==> src/rtl/mem_port_arbiter.sv <==
// Two-port (fetch/data) arbiter onto a single fixed-latency memory port.
// Latency: request seen in IDLE to ack is MEM_LATENCY+2 cycles, reads and writes alike.
// Backpressure: requesters hold req until their one-cycle ack; a losing port simply waits.
module mem_port_arbiter #(
    parameter int WORD_SIZE   = 16,
    parameter int MEM_LATENCY = 2
) (
    input  logic                 clk,
    input  logic                 reset,
    input  logic                 i_req,
    input  logic [WORD_SIZE-1:0] i_addr,
    output logic                 i_ack,
    output logic [WORD_SIZE-1:0] i_rdata,
    input  logic                 d_req,
    input  logic                 d_we,
    input  logic [WORD_SIZE-1:0] d_addr,
    input  logic [WORD_SIZE-1:0] d_wdata,
    output logic                 d_ack,
    output logic [WORD_SIZE-1:0] d_rdata,
    output logic                 mem_read,
    output logic                 mem_write,
    output logic [WORD_SIZE-1:0] mem_addr,
    output logic [WORD_SIZE-1:0] mem_wdata,
    input  logic [WORD_SIZE-1:0] mem_rdata,
    output logic                 busy,
    output logic                 grant_d
);

    typedef enum logic [1:0] {
        IDLE   = 2'd0,
        ACCESS = 2'd1,
        WAIT   = 2'd2,
        RESP   = 2'd3
    } state_t;

    // WAIT spans MEM_LATENCY cycles: load N-1 and leave when the count reaches zero.
    localparam logic [3:0] WAIT_LOAD = 4'(MEM_LATENCY - 1);

    state_t               state_q;
    state_t               state_d;
    logic [3:0]           wait_cnt_q;
    // Owner of the current/most recent grant; doubles as the round-robin
    // last-granted record (0 = instruction, so data wins the first tie).
    logic                 owner_d_q;
    logic                 we_q;
    logic [WORD_SIZE-1:0] addr_q;
    logic [WORD_SIZE-1:0] wdata_q;
    logic [WORD_SIZE-1:0] i_rdata_q;
    logic [WORD_SIZE-1:0] d_rdata_q;
    logic                 grant_vld;
    logic                 grant_sel_d;
    logic                 wait_done;

    assign wait_done = (state_q == WAIT) && (wait_cnt_q == 4'd0);

    // State register.
    always_ff @(posedge clk) begin
        if (reset) begin
            state_q <= IDLE;
        end else begin
            state_q <= state_d;
        end
    end

    // Next-state and grant decision; in RESP only the other port is eligible.
    always_comb begin
        state_d     = state_q;
        grant_vld   = 1'b0;
        grant_sel_d = 1'b0;
        case (state_q)
            IDLE: begin
                if (i_req && d_req) begin
                    grant_vld   = 1'b1;
                    grant_sel_d = ~owner_d_q;
                end else if (d_req) begin
                    grant_vld   = 1'b1;
                    grant_sel_d = 1'b1;
                end else if (i_req) begin
                    grant_vld   = 1'b1;
                    grant_sel_d = 1'b0;
                end
                if (grant_vld) begin
                    state_d = ACCESS;
                end
            end
            ACCESS: begin
                state_d = WAIT;
            end
            WAIT: begin
                if (wait_done) begin
                    state_d = RESP;
                end
            end
            RESP: begin
                if (owner_d_q && i_req) begin
                    grant_vld   = 1'b1;
                    grant_sel_d = 1'b0;
                    state_d     = ACCESS;
                end else if (!owner_d_q && d_req) begin
                    grant_vld   = 1'b1;
                    grant_sel_d = 1'b1;
                    state_d     = ACCESS;
                end else begin
                    state_d = IDLE;
                end
            end
            default: begin
                state_d = IDLE;
            end
        endcase
    end

    // Outputs decoded from state and the latched transaction.
    always_comb begin
        mem_read  = 1'b0;
        mem_write = 1'b0;
        i_ack     = 1'b0;
        d_ack     = 1'b0;
        busy      = (state_q != IDLE);
        grant_d   = (state_q != IDLE) && owner_d_q;
        if (state_q == ACCESS) begin
            mem_write = owner_d_q && we_q;
            mem_read  = ~(owner_d_q && we_q);
        end
        if (state_q == RESP) begin
            i_ack = ~owner_d_q;
            d_ack = owner_d_q;
        end
    end

    // WAIT down-counter, loaded on the way out of ACCESS.
    always_ff @(posedge clk) begin
        if (reset) begin
            wait_cnt_q <= 4'd0;
        end else if (state_q == ACCESS) begin
            wait_cnt_q <= WAIT_LOAD;
        end else if ((state_q == WAIT) && (wait_cnt_q != 4'd0)) begin
            wait_cnt_q <= wait_cnt_q - 4'd1;
        end
    end

    // Latch owner and request fields at grant; memory outputs come only from here.
    always_ff @(posedge clk) begin
        if (reset) begin
            owner_d_q <= 1'b0;
            we_q      <= 1'b0;
            addr_q    <= '0;
            wdata_q   <= '0;
        end else if (grant_vld) begin
            owner_d_q <= grant_sel_d;
            we_q      <= grant_sel_d & d_we;
            addr_q    <= grant_sel_d ? d_addr : i_addr;
            wdata_q   <= grant_sel_d ? d_wdata : '0;
        end
    end

    // Capture read data on the last WAIT edge into the owner's hold register.
    always_ff @(posedge clk) begin
        if (reset) begin
            i_rdata_q <= '0;
            d_rdata_q <= '0;
        end else if (wait_done && !we_q) begin
            if (owner_d_q) begin
                d_rdata_q <= mem_rdata;
            end else begin
                i_rdata_q <= mem_rdata;
            end
        end
    end

    assign mem_addr  = addr_q;
    assign mem_wdata = wdata_q;
    assign i_rdata   = i_rdata_q;
    assign d_rdata   = d_rdata_q;

endmodule

==> config.mk <==
export PLATFORM = sky130hd
export DESIGN_NAME = mem_port_arbiter
export DESIGN_NICKNAME = d
export VERILOG_FILES = /design/src/rtl/mem_port_arbiter.sv
export SDC_FILE = /design/constraint.sdc
export NUM_CORES = 1
export LEC_CHECK = 0
export ABC_AREA = 1
export CORE_AREA = 3 3 95 97
export DETAILED_ROUTE_END_ITERATION = 8
export DIE_AREA = 0 0 98 100
export PLACE_DENSITY = 0.82
export SLEW_MARGIN = 30
export SYNTH_ARGS = -nofsm -noshare
export SYNTH_HDL_FRONTEND = slang
export SYNTH_SLANG_ARGS = --single-unit
==> constraint.sdc <==
create_clock -name clk -period 1.45 [get_ports clk]
set_input_delay 0.29 -clock clk [delete_from_list [all_inputs] [get_ports clk]]
set_output_delay 0.29 -clock clk [all_outputs]
set_load 0.005 [all_outputs]
# Yosys cells after proc, flatten, opt, wreduce, memory -nomap -nowiden
# Cells that the tools add are included.
[word_totals]
output_inout_bits = 70
register_bits = 72
word_cells = 61
[op_classes]
n_addsub = 1
n_mux = 24
bitwise_logic = 3
n_reduce_logical = 19
n_eq_ne = 5
[op_table]
columns = ["operator", "n"]
rows = [
  ["16-bit two-way mux", 2],
  ["1-bit two-way mux", 17],
  ["1-bit logical AND", 8],
  ["2-bit case mux with 4 select lines", 1],
  ["2-bit AND reduction", 3],
  ["2-bit equality test, second input constant", 2],
  ["4-bit logical NOT", 1],
  ["2-bit two-way mux", 2],
  ["2-bit inequality test, second input constant", 2],
  ["1-bit case mux with 2 select lines", 2],
  ["2-bit nonzero test", 2],
  ["4-bit nonzero test", 1],
  ["4-bit by 1-bit subtractor with 4-bit output, second input constant", 1],
  ["2-bit by 1-bit equality test with 1-bit output, second input constant", 1],
  ["1-bit logical NOT", 2],
  ["2-bit logical NOT", 1],
  ["1-bit inverter", 2],
  ["2-bit OR reduction", 1],
  ["1-bit bitwise AND", 1],
]

# Longest topological paths before layout
# Gate-level depths: netlist of run 1.
[logic_depth]
depth_word = 6
mapped_depth = 11
mapped_depth_nobuf = 10

# Worst setup path before layout of run 1
# OpenSTA, ideal clock, no wires.
[synth_timing]
path_type = "register to register"
start = "register state_q[0]"
end = "register addr_q[10] (netlist: mem_addr[10])"
path_slack_ns = 0.003
path_stages_with_launch = 12
n_path_buf = 1
arrival_time_ns = 1.331
required_time_ns = 1.334
path_cell_list = "dfxtp_1 inv_1 ha_1 nand2_1 clkinv_1 nand2_1 nand2_2 nand2_4 buf_4 nand2_1 o21ai_0 nor2_1"
[synth_between]
elab_chain_cells = 3
elab_cells_between_ends = 5
cone_classes = "1 x eq/ne; 3 x mux; 1 x reduce/logical"
[synth_lines]
columns = ["item", "line_no", "source"]
rows = [
  ["start: declaration", "39", "state_t state_q;"],
  ["start signal: assignment", "61", "state_q <= state_d;"],
  ["2-bit equality test / 2-bit logical NOT (equally long branches)", "70", "case (state_q)"],
  ["1-bit case mux with 2 select lines", "70", ""],
  ["16-bit two-way mux", "152", "addr_q <= grant_sel_d ? d_addr : i_addr;"],
  ["end signal: assignment", "152", ""],
  ["end: declaration", "46", "logic [WORD_SIZE-1:0] addr_q;"],
]
# Parallel ways exist; a longest one is shown, timed or not.
# A chain may end at the register's enable or synchronous reset.

# Worst setup path after layout of run 1
[layout_timing]
start = "register state_q[1]"
end = "register wdata_q[15] (netlist: mem_wdata[15])"
[layout_between]
elab_chain_cells = 3
elab_cells_between_ends = 5
cone_classes = "1 x eq/ne; 3 x mux; 1 x reduce/logical"
[layout_lines]
columns = ["item", "line_no", "source"]
rows = [
  ["2-bit equality test / 2-bit logical NOT (equally long branches)", "70", ""],
  ["1-bit case mux with 2 select lines", "70", ""],
  ["16-bit two-way mux", "153", "wdata_q <= grant_sel_d ? d_wdata : '0;"],
  ["end signal: assignment", "153", ""],
  ["end: declaration", "47", "logic [WORD_SIZE-1:0] wdata_q;"],
]
# Parallel ways exist; a longest one is shown, timed or not.

==> impl_metrics.ini, run 1 <==
[run_status]
outcome = finished with violations
violations = negative setup slack

[clocking]
root_buffer = clkbuf_8
cts_made_buffers = 9
cts_tree = built
clk_latency_ps = 340
cts_max_path_buffers = 2
clk_pin_slew_worst_paths_ps = 80
ctsHoldBuffers = 0
cts_sinks = 72
cts-htree-levels = 3

[sta]
period_share_pct = 113
worst_slack_ps = -182
rsz0062_at_grt = yes
drv_slew = 0
tightestPinTransition_ps = 280
finClkSkew_ps = 8.59
finalHoldViolCount = 0
finalSetupViolCount = 69
max_slew_margin_pct = 81.4
post-route-min-period_ps = 1630
fin_hold_ws_ps = 444
max_freq_mhz = 613

[routing]
wire_per_inst_um = 15.4
first_pass_iters = 7
ant_nets = 0
drc = 0
drt_iter0_markers = 124
vias = 3492
drt_wl_total_um = 11000
vias_per_cell = 4.88

[worst_setup_path]
worstSetupStartpointType = flop
timing.critical_path.cells = buf_6 -> inv_6 -> ha_4 -> clkinvlp_4 -> nand2_4 -> buf_12 -> clkbuf_16 -> nand2_2 -> a21oi_2
cp_slowest_cell = dfxtp_2
crit_path_max_incr_delay_ps = 340
crit_arrival_ps = 1900
cp_num_buf_inv = 5
path_max_fanout = 5
crit_family = buffers and inverters
required_ps = 1720
path_class = reg -> reg
cp-end-kind = flop

[final_layout]
areaGrowthSynthToFinish_pct = 84.9
n_fill_cell = 644
drive_above_1_share_pct = 30.7
final_cells = 715
final_nets = 679
diodes = 0
fin_area_um2 = 5760
finish.utilization_pct = 70.1

[grt]
grt_pass1_wl_um = 15900
grt_use_total_pct = 20.0
grt_max_degree = 38
grt_antenna_before_repair = 0
grt_pass1_vias = 3354
grt_overflow_total = 0

[job]
drv_cap = 0

[synth]
synth_cells = 439
ys.flop_type = dfxtp_1
synth-edff-count = 0
synthTopCellsByCount = nand2_1, inv_1, dfxtp_1
seq_area_frac_synth_pct = 46.3
yosys.area.top_type = dfxtp_1
yosysWarnings = 0
synth_area_leaders = dfxtp_1, nand2_1, inv_1
syn_nets = 513
synth_seq_cells = 72
yosysMostFrequentCell = nand2_1
avgSynthCellArea_um2 = 7.10
syn-cell-area_um2 = 3120
synth_top_area_share_pct = 46.3
yosysUniqueCellTypes = 23
async_flop_share_pct = 0

[placed_design]
post-place-cells = 678
detailedPlacementHpwl_um = 6480
place.port_buffers = 138
place.gp.congestion = 0.853
placed_area_um2 = 4700

[die]
num_io_pins = 139
coreArea_um2 = 8220
start_util_pct = 37.9
die_y_um = 100
row_count = 33
die_w_um = 98
die-area_um2 = 9800

[power]
ir_worst_vdd_uv = 1010
cellPowerDensity_nw_per_um2 = 2030
fin_total_pwr_uw = 11700
leakage_uw = 0.00263

[hold_path]
min-delay-path-class = reg -> reg
==> registers in the layout, indices dropped and copies added, names as in the netlist <==
register and count:
state_q 2, we_q 1, owner_d_q 1, wait_cnt_q 4, i_rdata 16, mem_addr 16, d_rdata 16, mem_wdata 16
==> cell families after synthesis <==
group	after synthesis	share of synthesized area [%]
adders and majority gates	5	2.01
and+or+nand+nor	141	18.8
xor gates and xnor gates	1	0.281
DFF	72	46.3
buffers and inverters	107	14.5
AOI/OAI and AO/OA	113	18.2
==> worst min-delay path, delay by kind of cell, from the launching register on <==
family,cells,cell delay (ps)
AOI/OAI and AO/OA,1,50
buffers and inverters,1,50
DFF,1,310
==> cell type report <==
type                       count  area (µm²)  share of cell area [%]
sequential                    72        1470                    25.5
timing repair buffer         177        1860                    32.3
multi-input combinational    261        1730                    30.0
clock buffer                  11         131                    2.28
clock inverter                 5         104                    1.80
inverter                      84         334                    5.80
tap                          105         131                    2.28
==> power breakdown <==
part | internal [µW] | switching (µW) | leakage [µW]
clock network | 1150 | 741 | 0.000118
registers | 2650 | 392 | 0.000595
logic | 3440 | 3340 | 0.00191
total | 7240 | 4470 | 0.00263
==> placed cells by master, fill, tap and decap left out, types with 2 or more instances in the layout <==
| cell | count |
|---|---|
| nor2_2 | 2 |
| nand2_4 | 7 |
| buf_2 | 5 |
| buf_12 | 9 |
| o21ai_2 | 35 |
| clkbuf_16 | 4 |
| buf_16 | 4 |
| clkbuf_8 | 9 |
| inv_1 | 73 |
| inv_6 | 2 |
| a21oi_1 | 40 |
| nand2_1 | 76 |
| ha_4 | 4 |
| dfxtp_4 | 2 |
| nor2_1 | 20 |
| bufinv_16 | 3 |
| inv_4 | 2 |
| or2_0 | 11 |
| dlygate4sd2_1 | 64 |
| o21ai_0 | 7 |
| inv_2 | 6 |
| buf_6 | 6 |
| o21ai_1 | 2 |
| dfxtp_2 | 15 |
| clkbuf_1 | 2 |
| nand3_4 | 2 |
| nand3_1 | 3 |
| o21ai_4 | 9 |
| nand3_2 | 3 |
| dfxtp_1 | 55 |
| nand2_2 | 15 |
| clkdlybuf4s50_1 | 68 |
| buf_4 | 15 |
| a21oi_2 | 19 |
==> path summary, 6_finish.rpt <==
kind,startpoint,end,slack (ps),depth (start not counted)
worst min-delay path,d_rdata[11],d_rdata[11],440,2
worst max-delay path,state_q[1],mem_wdata[15],-180,9
worst min register to register,d_rdata[11],d_rdata[11],440,2
worst max register to register,state_q[1],mem_wdata[15],-180,9
==> routing by layer <==
layer	GRT usage, %	vias up	part of all wire [%]	wire, µm
met1	22.9	1641	39	4280
li1	-	1693	-	-
met5	0	-	0	0
met2	35.2	124	52	5750
met3	3.82	34	5.0	546
met4	10.5	0	3.7	402
==> through the flow <==
stage | setup TNS (ps) | worst slack [ps]
4_1_cts | -4640 | -145
6_report | -7010 | -182
3_5_place_dp | -13760 | -390
5_1_grt | -11060 | -222
2_1_floorplan | 0 | 3.31
3_3_place_gp | -11590 | -343
==> repair_timing <==
| item | in CTS | in global routing |
|---|---|---|
| buffers inserted | 12 | 2 |
| endpoints found under the setup margin | 136 | 77 |
| resized for setup | 208 | 88 |
| pin swaps | 9 | 19 |
| cloned | 6 | 4 |
| endpoints found under the hold margin | 0 | 0 |
No activity file was read; power rests on OpenSTA's default activity.
==> inputs of run 2 (changes only) <==
CAP_MARGIN = 20   (was default)
SKIP_LAST_GASP = 1   (was default)
==> impl_metrics.ini, run 2 (synthesized netlist as in run 1, its figures left out) <==
[sta]
drv_slew = 0
finalSetupViolCount = 72
worst_slack_ps = -222
finClkSkew_ps = 8.26
fin_hold_ws_ps = 444
max_slew_margin_pct = 81.0
final.setup.tns_ps = -9010
post-route-min-period_ps = 1670
finalHoldViolCount = 0
rsz0062_at_grt = yes
max_freq_mhz = 598
tightestPinTransition_ps = 286
period_share_pct = 115

[final_layout]
diodes = 0
seq_area_um2 = 1470
multi_input_area_um2 = 1640
mostFrequentLayoutCell = nand2_1
final_nets = 682
n_fill_cell = 641
finish.utilization_pct = 69.6
drive_above_1_share_pct = 27.6
areaGrowthSynthToFinish_pct = 83.7
mostFrequentLayoutCells = nand2_1, inv_1, clkdlybuf4s50_1

[routing]
vias_per_cell = 4.78
first_pass_iters = 5
ant_nets = 0
drt_iter0_markers = 147
vias = 3433
drt_wl_total_um = 11100
drc = 0
wire_per_inst_um = 15.4

[power]
p_int_uw = 7340
sequentialPowerShare_pct = 25.7
switchingPower_uw = 4390
fin_total_pwr_uw = 11700
clkPwrFrac_pct = 16.1
cellPowerDensity_nw_per_um2 = 2050
ir_worst_vdd_uv = 1030
leakage_uw = 0.00264
comb_power_share_pct = 58.2
power_switching_share_pct = 37.5

[worst_setup_path]
required_ps = 1720
cp-end-kind = flop
path_class = reg -> reg
crit_path_max_incr_delay_ps = 340
timing.critical_path.cells = buf_6 -> inv_8 -> ha_4 -> buf_4 -> o21ai_2 -> nand3_2 -> nand2_4 -> buf_12 -> clkbuf_16 -> nand2_1 -> a21oi_1
crit_arrival_ps = 1940
crit_family = buffers and inverters
cp_slowest_cell = dfxtp_2
path_max_fanout = 7
startpoint = state_q[1]
cp_num_buf_inv = 5
reg2reg_from = state_q[1]
worstSetupStartpointType = flop

[die]
row_count = 33
die_w_um = 98
num_io_pins = 139
die_y_um = 100
coreArea_um2 = 8220
start_util_pct = 37.9
die-area_um2 = 9800

[grt]
grt_pass1_vias = 3332
grt_antenna_before_repair = 0
grt_max_degree = 38
grt_overflow_total = 0
grt_use_total_pct = 19.9
grt_pass1_wl_um = 15800

[placed_design]
dp_slack_ps = -390
place.port_buffers = 138
detailedPlacementHpwl_um = 6480
place.gp.congestion = 0.853

[clocking]
root_buffer = clkbuf_8
cts-htree-levels = 3
clk_pin_slew_worst_paths_ps = 80
clk_latency_ps = 340
ctsHoldBuffers = 0
cts_made_buffers = 9
cts_tree = built
cts_sinks = 72
cts_max_path_buffers = 2

[run_status]
outcome = finished with violations
violations = negative setup slack

[hold_path]
min-delay-path-class = reg -> reg
hp-start = d_rdata[11]

[job]
drv_cap = 0
[run 2: cell count changes in the layout (fill, tap and decap cells not counted), moves of 2 or more]
| cell | change |
|---|---|
| nand2_1 | +13 |
| nand2_2 | -9 |
| a21oi_1 | +6 |
| a21oi_2 | -6 |
| nand2_4 | -4 |
| inv_8 | +2 |
| o21ai_1 | +2 |
| o21ai_4 | -2 |
[run 2: what timing repair did]
| item | 4_1_cts | 5_1_grt |
|---|---|---|
| hold endpoints to repair | 0 | 0 |
| pin swaps | 9 | 23 |
| setup endpoints to repair | 136 | 77 |
| buffers inserted | 12 | 3 |
| resized for setup | 202 | 71 |
| gates cloned | 6 | 6 |
[run 2: per-stage QoR]
step	cells	area, µm²
floorplan	439	3120
global placement	678	4700
detailed placement	678	4700
CTS	711	5390
global route	718	5720
finish	718	5720
[run 2: worst paths after layout]
kind                                      end  slack (ps)  cells past startpoint
worst max-delay path            mem_wdata[12]        -220                     11
worst min register to register    d_rdata[11]         440                      2
worst max register to register  mem_wdata[12]        -220                     11
worst min-delay path              d_rdata[11]         440                      2
[run 2: layout make-up]
class	instances	area share (%)
clock inverter	5	1.82
clock buffer	11	2.30
inverter	84	5.93
timing repair buffer	180	33.4
multi-input combinational	261	28.6
sequential	72	25.6
tap	105	2.30
[run 2: tightest hold or removal path, cell delays in order, from the launching register on]
cell	delay, ps
dfxtp_1	310
inv_1	50
a21oi_1	50
[run 2: power by group through the flow]
stage               combinational [µW]  sequential [µW]  clock (µW)
floorplan                         2280             2990           0
global placement                  4270             2980           0
detailed placement                4410             3010           0
CTS                               6010             2990        1920
global route                      7370             3090        2000
finish                            6830             3020        1890
[run 2: layer usage]
layer | part of all wire [%] | global-route usage, % | wire, µm | vias to the layer above
met5 | 0 | 0 | 0 | -
met3 | 5.4 | 3.82 | 596 | 27
met2 | 52 | 35.4 | 5780 | 123
met4 | 3.1 | 10.1 | 348 | 0
li1 | - | - | - | 1697
met1 | 39 | 22.8 | 4330 | 1586
